==> src/rtl/pulse_measure.sv <==
// Measures the two high widths and the low gap of a double pulse on an asynchronous
// input, in sys_clk cycles, with saturation, gap timeout and an arm/disarm control.
module pulse_measure #(
    parameter int CNT_W = 16
) (
    input  logic             sys_clk,
    input  logic             sys_rst_n,
    input  logic             pulse_in,
    input  logic             arm,
    input  logic [CNT_W-1:0] gap_timeout,
    output logic [CNT_W-1:0] meas_width1,
    output logic [CNT_W-1:0] meas_gap,
    output logic [CNT_W-1:0] meas_width2,
    output logic             meas_valid,
    output logic             meas_ovf,
    output logic             meas_err,
    output logic             busy,
    output logic [15:0]      meas_count,
    output logic [1:0]       dbg_state
);

    typedef enum logic [1:0] {IDLE = 2'd0, W1 = 2'd1, GAP = 2'd2, W2 = 2'd3} state_e;

    localparam logic [CNT_W-1:0] CNT_ONE = {{(CNT_W-1){1'b0}}, 1'b1};

    logic             s1_q, s2_q, s3_q;
    logic [2:0]       sv_q;
    state_e           state_q, state_d;
    logic [CNT_W-1:0] cnt_q, cnt_d;
    logic [CNT_W-1:0] w1_q, w1_d, gap_q, gap_d;
    logic             ovf_q, ovf_d;
    logic [CNT_W-1:0] res_w1_q, res_w1_d, res_gap_q, res_gap_d, res_w2_q, res_w2_d;
    logic             valid_q, valid_d, err_q, err_d, ovfo_q, ovfo_d, busy_q;
    logic [15:0]      count_q, count_d;
    logic             rise, fall, cnt_max;
    logic [CNT_W-1:0] cnt_inc;

    // sv_q marks when s3 holds a post-reset sample, so a level already high at
    // reset release does not look like a rising edge.
    assign rise    = sv_q[2] & s2_q & ~s3_q;
    assign fall    = sv_q[2] & ~s2_q & s3_q;
    assign cnt_max = &cnt_q;
    assign cnt_inc = cnt_max ? cnt_q : cnt_q + CNT_ONE;

    always_comb begin
        state_d   = state_q;
        cnt_d     = cnt_q;
        w1_d      = w1_q;
        gap_d     = gap_q;
        ovf_d     = ovf_q;
        res_w1_d  = res_w1_q;
        res_gap_d = res_gap_q;
        res_w2_d  = res_w2_q;
        valid_d   = 1'b0;
        err_d     = 1'b0;
        ovfo_d    = 1'b0;
        count_d   = count_q;
        case (state_q)
            IDLE: begin
                if (rise && arm) begin
                    state_d = W1;
                    cnt_d   = CNT_ONE;
                    ovf_d   = 1'b0;
                end
            end
            W1: begin
                if (!arm) begin
                    state_d = IDLE;
                end else if (fall) begin
                    state_d = GAP;
                    w1_d    = cnt_q;
                    cnt_d   = CNT_ONE;
                end else if (s2_q) begin
                    cnt_d = cnt_inc;
                    if (cnt_max) ovf_d = 1'b1;
                end
            end
            GAP: begin
                if (!arm) begin
                    state_d = IDLE;
                end else if (rise) begin
                    state_d = W2;
                    gap_d   = cnt_q;
                    cnt_d   = CNT_ONE;
                end else if (gap_timeout != '0 && cnt_q == gap_timeout) begin
                    state_d = IDLE;
                    err_d   = 1'b1;
                end else if (!s2_q) begin
                    cnt_d = cnt_inc;
                    if (cnt_max) ovf_d = 1'b1;
                end
            end
            W2: begin
                if (!arm) begin
                    state_d = IDLE;
                end else if (fall) begin
                    state_d   = IDLE;
                    res_w1_d  = w1_q;
                    res_gap_d = gap_q;
                    res_w2_d  = cnt_q;
                    valid_d   = 1'b1;
                    ovfo_d    = ovf_q;
                    count_d   = count_q + 16'd1;
                end else if (s2_q) begin
                    cnt_d = cnt_inc;
                    if (cnt_max) ovf_d = 1'b1;
                end
            end
            default: state_d = IDLE;
        endcase
    end

    always_ff @(posedge sys_clk) begin
        if (!sys_rst_n) begin
            s1_q      <= 1'b0;
            s2_q      <= 1'b0;
            s3_q      <= 1'b0;
            sv_q      <= 3'b000;
            state_q   <= IDLE;
            cnt_q     <= '0;
            w1_q      <= '0;
            gap_q     <= '0;
            ovf_q     <= 1'b0;
            res_w1_q  <= '0;
            res_gap_q <= '0;
            res_w2_q  <= '0;
            valid_q   <= 1'b0;
            err_q     <= 1'b0;
            ovfo_q    <= 1'b0;
            busy_q    <= 1'b0;
            count_q   <= 16'd0;
        end else begin
            s1_q      <= pulse_in;
            s2_q      <= s1_q;
            s3_q      <= s2_q;
            sv_q      <= {sv_q[1:0], 1'b1};
            state_q   <= state_d;
            cnt_q     <= cnt_d;
            w1_q      <= w1_d;
            gap_q     <= gap_d;
            ovf_q     <= ovf_d;
            res_w1_q  <= res_w1_d;
            res_gap_q <= res_gap_d;
            res_w2_q  <= res_w2_d;
            valid_q   <= valid_d;
            err_q     <= err_d;
            ovfo_q    <= ovfo_d;
            busy_q    <= (state_d != IDLE);
            count_q   <= count_d;
        end
    end

    assign meas_width1 = res_w1_q;
    assign meas_gap    = res_gap_q;
    assign meas_width2 = res_w2_q;
    assign meas_valid  = valid_q;
    assign meas_ovf    = ovfo_q;
    assign meas_err    = err_q;
    assign busy        = busy_q;
    assign meas_count  = count_q;
    assign dbg_state   = state_q;

endmodule

==> config.mk <==
export PLATFORM = sky130hd
export DESIGN_NAME = pulse_measure
export DESIGN_NICKNAME = d
export VERILOG_FILES = /design/src/rtl/pulse_measure.sv
export SDC_FILE = /design/constraint.sdc
export NUM_CORES = 1
export LEC_CHECK = 0
export ABC_AREA = 1
export CAP_MARGIN = 30
export CORE_ASPECT_RATIO = 0.5
export CORE_MARGIN = 2
export CORE_UTILIZATION = 49
export DETAILED_ROUTE_END_ITERATION = 10
export PLACE_DENSITY = 0.77
export SYNTH_ARGS = -nofsm -noshare
export SYNTH_HDL_FRONTEND = slang
export SYNTH_SLANG_ARGS = --single-unit
==> constraint.sdc <==
create_clock -name sys_clk -period 1.56 [get_ports sys_clk]
set_input_delay 0.468 -clock sys_clk [delete_from_list [all_inputs] [get_ports sys_clk]]
set_output_delay 0.468 -clock sys_clk [all_outputs]
set_load 0.005 [all_outputs]
==> impl_metrics.toml, run 1 <==
[drt]
vias = 7496
drtPass1Iterations = 8
drt_iter0_markers = 958
wl_um = 25800
routedWlPerCell_um = 20.7
via_per_inst = 6.02
drtAntennaViolNets = 0
drcViolationCount = 0

[synth]
synth_cells = 828
synth_area_leaders = "dfxtp_1 (43%), nand2_1 (12%), o21ai_0 (8.2%), nor2_1 (8.0%), a21oi_1 (5.6%)"
synth.distinct_cells = 39
post-synth-top-area-cell = "dfxtp_1"
yosysSeqAreaShare = 0.434
synth_edf_count = 0
synth_flop_cell = "dfxtp_1"
synth_common_cells = "nand2_1 (184), dfxtp_1 (125), nor2_1 (123)"
ys_ff_latch = 125
yosysWarnings = 0
syn_nets = 850
async_reset_ff_frac = 0
syn_area_um2 = 5760
synth_most_common_cell = "nand2_1"
synth_area_per_cell_um2 = 6.96
synth_top_cell_area_share = 0.434

[die]
start_util = 0.514
coreArea_um2 = 11200
ios = 90
rows = 27
dieArea_um2 = 12700
die_y_um = 80.7
die_w_um = 157

[placed_design]
hpwlAfterDp_um = 13300
dp_slack_ps = -719
portBuffers = 89
place.gp.congestion = 0.955
dp_cells = 1160
place_area_um2 = 7750

[critical_path]
critPathLaunchType = "flip-flop"
cpPeakStageDelay_ps = 390
critPathMaxFanout = 8
slowest_stage = "dfxtp_4"
criticalPathCategory = "flip-flop to flip-flop"
worstPathCellList = "buf_12, inv_2, nand2_1, nand2_2, nor2_1, nand2_1, nor2_2, nand3_2, nand2_4, nand2_8, nand3_4, nand2_2, nand2_2, nor2_1"
crit_required_ps = 1880
endpoint_kind = "flip-flop"
arrival_ps = 2180
path_common_cell = "nand2_2"

[clock_tree]
cts_max_path_buffers = 2
clock_latency_ps = 430
cts-htree-levels = 4
clock_sinks = 125
clkTransAtPathRegs_ps = 60
numCtsBuffers = 17
clk_root_buffer_cell = "clkbuf_16"
cts_tree = "built"

[final_layout]
nFillCells = 627
layout-drive-gt1-share = 0.359
syn2layout_area_growth_pct = 60.9
num_antenna_cells = 0
design_area_um2 = 9270
utilization = 0.827
instances_no_fill = 1245
finish.net_count = 1095

[power_and_ir_drop]
p_total_mw = 7.76
powerDensity_nw_per_um2 = 836
peakVddDrop_uv = 660
leakage_nw = 4.33

[timing]
max_slew_margin = 0.755
fin_crit_ps = 1870
timing.final.hold_violations = 0
hold-worst-slack_ps = 360
finClkSkew_ps = 17.4
setup_ws_ps = -306
setup_tns_ps = -4870
worstMarginPinSlew_ps = 366
max_freq_mhz = 536
setup_viol_count_final = 29
slew_viol_final = 0
min_period_over_period = 1.20
rsz0062_at_grt = "yes"

[grt]
antenna_found_initial = 1
grt_max_degree = 46
overflow = 0
grt_pass1_wl_um = 35500
grtUsageTotal = 0.367
grt_pass1_vias = 7118

[outcome]
failed_checks = "negative setup slack"
status = "finished with violations"

[hold_path]
min_path_type = "input pin to flip-flop"

[job]
drv_cap = 0
-- sequential cells by signal (all words and copies together), names as in the netlist, 2 cells and up --
register / count
meas_gap: 16
gap_q: 16
meas_width1: 16
dbg_state: 2
meas_count: 16
w1_q: 16
sv_q: 3
meas_width2: 16
cnt_q: 16
-- area by class of cell --
class,count,area (um2),area share
multi-input combinational,588,3190,0.344
sequential,125,2570,0.278
timing repair buffer,272,2420,0.261
clock buffer,18,429,0.0463
inverter,69,279,0.0301
tap,159,199,0.0215
clock inverter,14,184,0.0198
-- what timing repair did --
item                                   CTS  global route
gates cloned                             4             2
hold buffers                             0             0
pin swaps                               45            50
resized for setup                      208            76
endpoints found under the hold margin    0             0
setup endpoints to repair              150            81
buffers inserted                        43            11
-- worst max-delay path: cells and delay by family (launching register included) --
family	cells	cell delay, ps
buffers and inverters	2	150
flip-flops	1	390
AND/OR/NAND/NOR	12	1210
-- report_power, final --
part	total (mW)	switching, mW	internal [mW]
sequential	3.18	0.00471	3.18
clock	4.24	1.69	2.56
combinational	0.330	0.194	0.136
total	7.76	1.89	5.87
-- path summary, 6_finish.rpt --
check             from      endpoint  slack (ps)  cells past startpoint
max           cnt_q[2]      cnt_q[0]        -310                     14
min          sys_rst_n  dbg_state[0]         360                      3
max reg2reg   cnt_q[2]      cnt_q[0]        -310                     14
min reg2reg    sv_q[1]       sv_q[2]         430                      2
-- layout by cell type (no fill, tap or decap), types with 17 or more instances in the layout --
cell type,synthesis,layout
buf_4,7,155
nand2_1,184,146
nor2_1,123,102
dfxtp_1,125,91
o21ai_0,94,87
dlygate4sd2_1,0,83
a21oi_1,65,59
inv_1,45,38
nand2_2,1,34
nand4_1,32,32
nand3_1,35,26
inv_2,22,23
dfxtp_2,0,22
clkbuf_16,0,19
a21oi_2,11,17
-- logic make-up (layout without fill, tap and decap cells) --
group / after synthesis / after routing / synth area share
adders and majority gates: 2 / 2 / 0.00434
xor gates and xnor gates: 8 / 8 / 0.0122
DFF: 125 / 125 / 0.434
buffers and inverters: 116 / 373 / 0.0836
AOI/OAI and AO/OA: 180 / 180 / 0.168
and+or+nand+nor: 397 / 398 / 0.297
-- layer usage --
layer | global-route usage | vias to the layer above | wire length, um
met5 | 0 | - | 0
met4 | 0.213 | 0 | 1790
met3 | 0.105 | 203 | 3010
met2 | 0.622 | 628 | 11800
met1 | 0.418 | 3453 | 9180
li1 | - | 3212 | -
Power figures use the tool's default switching activity.
==> inputs of run 2 (changes only) <==
--- a/config.mk
+++ b/config.mk
@@ -6,6 +6,7 @@
 export NUM_CORES = 1
 export LEC_CHECK = 0
 export ABC_AREA = 1
+export ABC_CLOCK_PERIOD_IN_PS = 1560
 export CAP_MARGIN = 30
 export CORE_ASPECT_RATIO = 0.5
 export CORE_MARGIN = 2
==> results of run 2 <==
No change in the layout: final DEF, timing and power equal those of run 1.
==> inputs of run 3 (changes only) <==
--- a/config.mk
+++ b/config.mk
@@ -9,9 +9,9 @@
 export ABC_CLOCK_PERIOD_IN_PS = 1560
 export CAP_MARGIN = 30
 export CORE_ASPECT_RATIO = 0.5
-export CORE_MARGIN = 2
 export CORE_UTILIZATION = 49
 export DETAILED_ROUTE_END_ITERATION = 10
+export GPL_TIMING_DRIVEN = 1
 export PLACE_DENSITY = 0.77
 export SYNTH_ARGS = -nofsm -noshare
 export SYNTH_HDL_FRONTEND = slang
==> run 3 against run 2 <==
  * The flow still finishes with violations (negative setup slack)
  * Via count decreased by 5.3%
  * Routed wire length decreased by 9.2%
  * Combinational power is 12% lower
  * Maximum frequency decreased by 7.0%
  * Clock power is 7.1% lower
  * Register-to-register slack worse by 140 ps
  * Critical path depth shrank 5
  * Setup slack worse by 140 ps
  * Largest power group unchanged
==> impl_metrics.toml, run 3 (synthesis results as in run 1) <==
[power_and_ir_drop]
leakage_nw = 4.18
powerDensity_nw_per_um2 = 827
peakVddDrop_uv = 596

[final_layout]
num_antenna_cells = 0
final_common_cell = "nand2_1"
register_area_um2 = 2570
final_cell_mix = "nand2_1 (153), buf_4 (138), nor2_1 (105), o21ai_0 (91), dfxtp_1 (91)"
syn2layout_area_growth_pct = 55.7
nFillCells = 734
multi_input_area_um2 = 3140
utilization = 0.800
finish.net_count = 1077
layout-drive-gt1-share = 0.332

[timing]
timing.final.hold_violations = 0
max_freq_mhz = 498
setup_tns_ps = -5860
worstMarginPinSlew_ps = 432
fin_crit_ps = 2010
setup_viol_count_final = 31
setup_ws_ps = -447
rsz0062_at_grt = "yes"
finClkSkew_ps = 11.4
max_slew_margin = 0.711
slew_viol_final = 0
min_period_over_period = 1.29
hold-worst-slack_ps = 329

[drt]
drtPass1Iterations = 6
wl_um = 23400
drtAntennaViolNets = 0
drcViolationCount = 0
via_per_inst = 5.79
drt_iter0_markers = 797
routedWlPerCell_um = 19.1
vias = 7098

[die]
die_w_um = 155
dieArea_um2 = 12200
die_y_um = 78.7
ios = 90
start_util = 0.514
rows = 27
coreArea_um2 = 11200

[hold_path]
min_path_type = "input pin to flip-flop"

[job]
drv_cap = 0

[clock_tree]
numCtsBuffers = 17
clock_sinks = 125
cts_tree = "built"
cts_max_path_buffers = 2
hold_buffers = 0
clkTransAtPathRegs_ps = 60
clk_root_buffer_cell = "clkbuf_16"
clock_latency_ps = 420
cts-htree-levels = 4

[critical_path]
criticalPathCategory = "flip-flop to flip-flop"
regToRegSetupSlack_ps = -450
critPathMaxFanout = 5
crit_required_ps = 1890
endpoint_kind = "flip-flop"
arrival_ps = 2340
critPathLaunchType = "flip-flop"

[grt]
grt_max_degree = 75
grtUsageTotal = 0.333
grt_pass1_vias = 6219
antenna_found_initial = 0
grt_pass1_wl_um = 31200
overflow = 0

[placed_design]
portBuffers = 89
place.gp.congestion = 0.920
hpwlAfterDp_um = 13000

[outcome]
status = "finished with violations"
failed_checks = "negative setup slack"
-- run 3: power breakdown --
part           internal [mW]  switching, mW  total [mW]
logic                  0.121          0.171       0.292
clock network           2.35           1.59        3.94
registers               3.18        0.00521        3.19
total                   5.66           1.76        7.42
-- run 3: repair_timing --
item,in CTS,in global routing
setup endpoints to repair,105,93
cloned,3,4
setup buffers,16,21
pin swaps,35,48
resized for setup,169,83
-- run 3: area by class of cell --
type                       instances  share of cell area
sequential                       125               0.286
clock inverter                    13              0.0159
tap                              159              0.0222
timing repair buffer             254               0.248
clock buffer                      18              0.0478
inverter                          69              0.0303
multi-input combinational        588               0.350
-- run 3: metrics by stage --
step           instances  total power [mW]  cell area (um2)  setup slack, ps
6_report            1226              7.42             8970             -447
5_1_grt             1226              7.58             8970             -423
4_1_cts             1202              7.34             8480             -179
3_5_place_dp        1154              3.53             7660             -689
3_3_place_gp        1154              3.53             7660             -676
2_1_floorplan        828              3.40             5780            0.804
-- run 3: routing by layer --
layer / part of all wire / up-vias / routed length (um) / track usage
li1: - / 3175 / - / -
met1: 0.39 / 3289 / 9220 / 0.435
met2: 0.45 / 487 / 10500 / 0.539
met3: 0.10 / 147 / 2410 / 0.0696
met4: 0.055 / 0 / 1290 / 0.132
met5: 0 / - / 0 / 0
-- run 3: worst paths after layout --
kind | start | endpoint | cells past startpoint
hold reg to reg | sv_q[1] | sv_q[2] | 2
hold / removal | sys_rst_n | sv_q[0] | 1
setup / recovery | cnt_q[4] | cnt_q[0] | 9
setup reg to reg | cnt_q[4] | cnt_q[0] | 9
-- run 3: critical path, cell delays in order, from the launching register on --
cell     delay, ps
dfxtp_2        420
nand2_1        160
nor2_1         320
nand2_4        140
nor2_4         160
xor2_2         190
nand2_1         90
a21oi_1        170
nor2_1         100
nor2_1         160
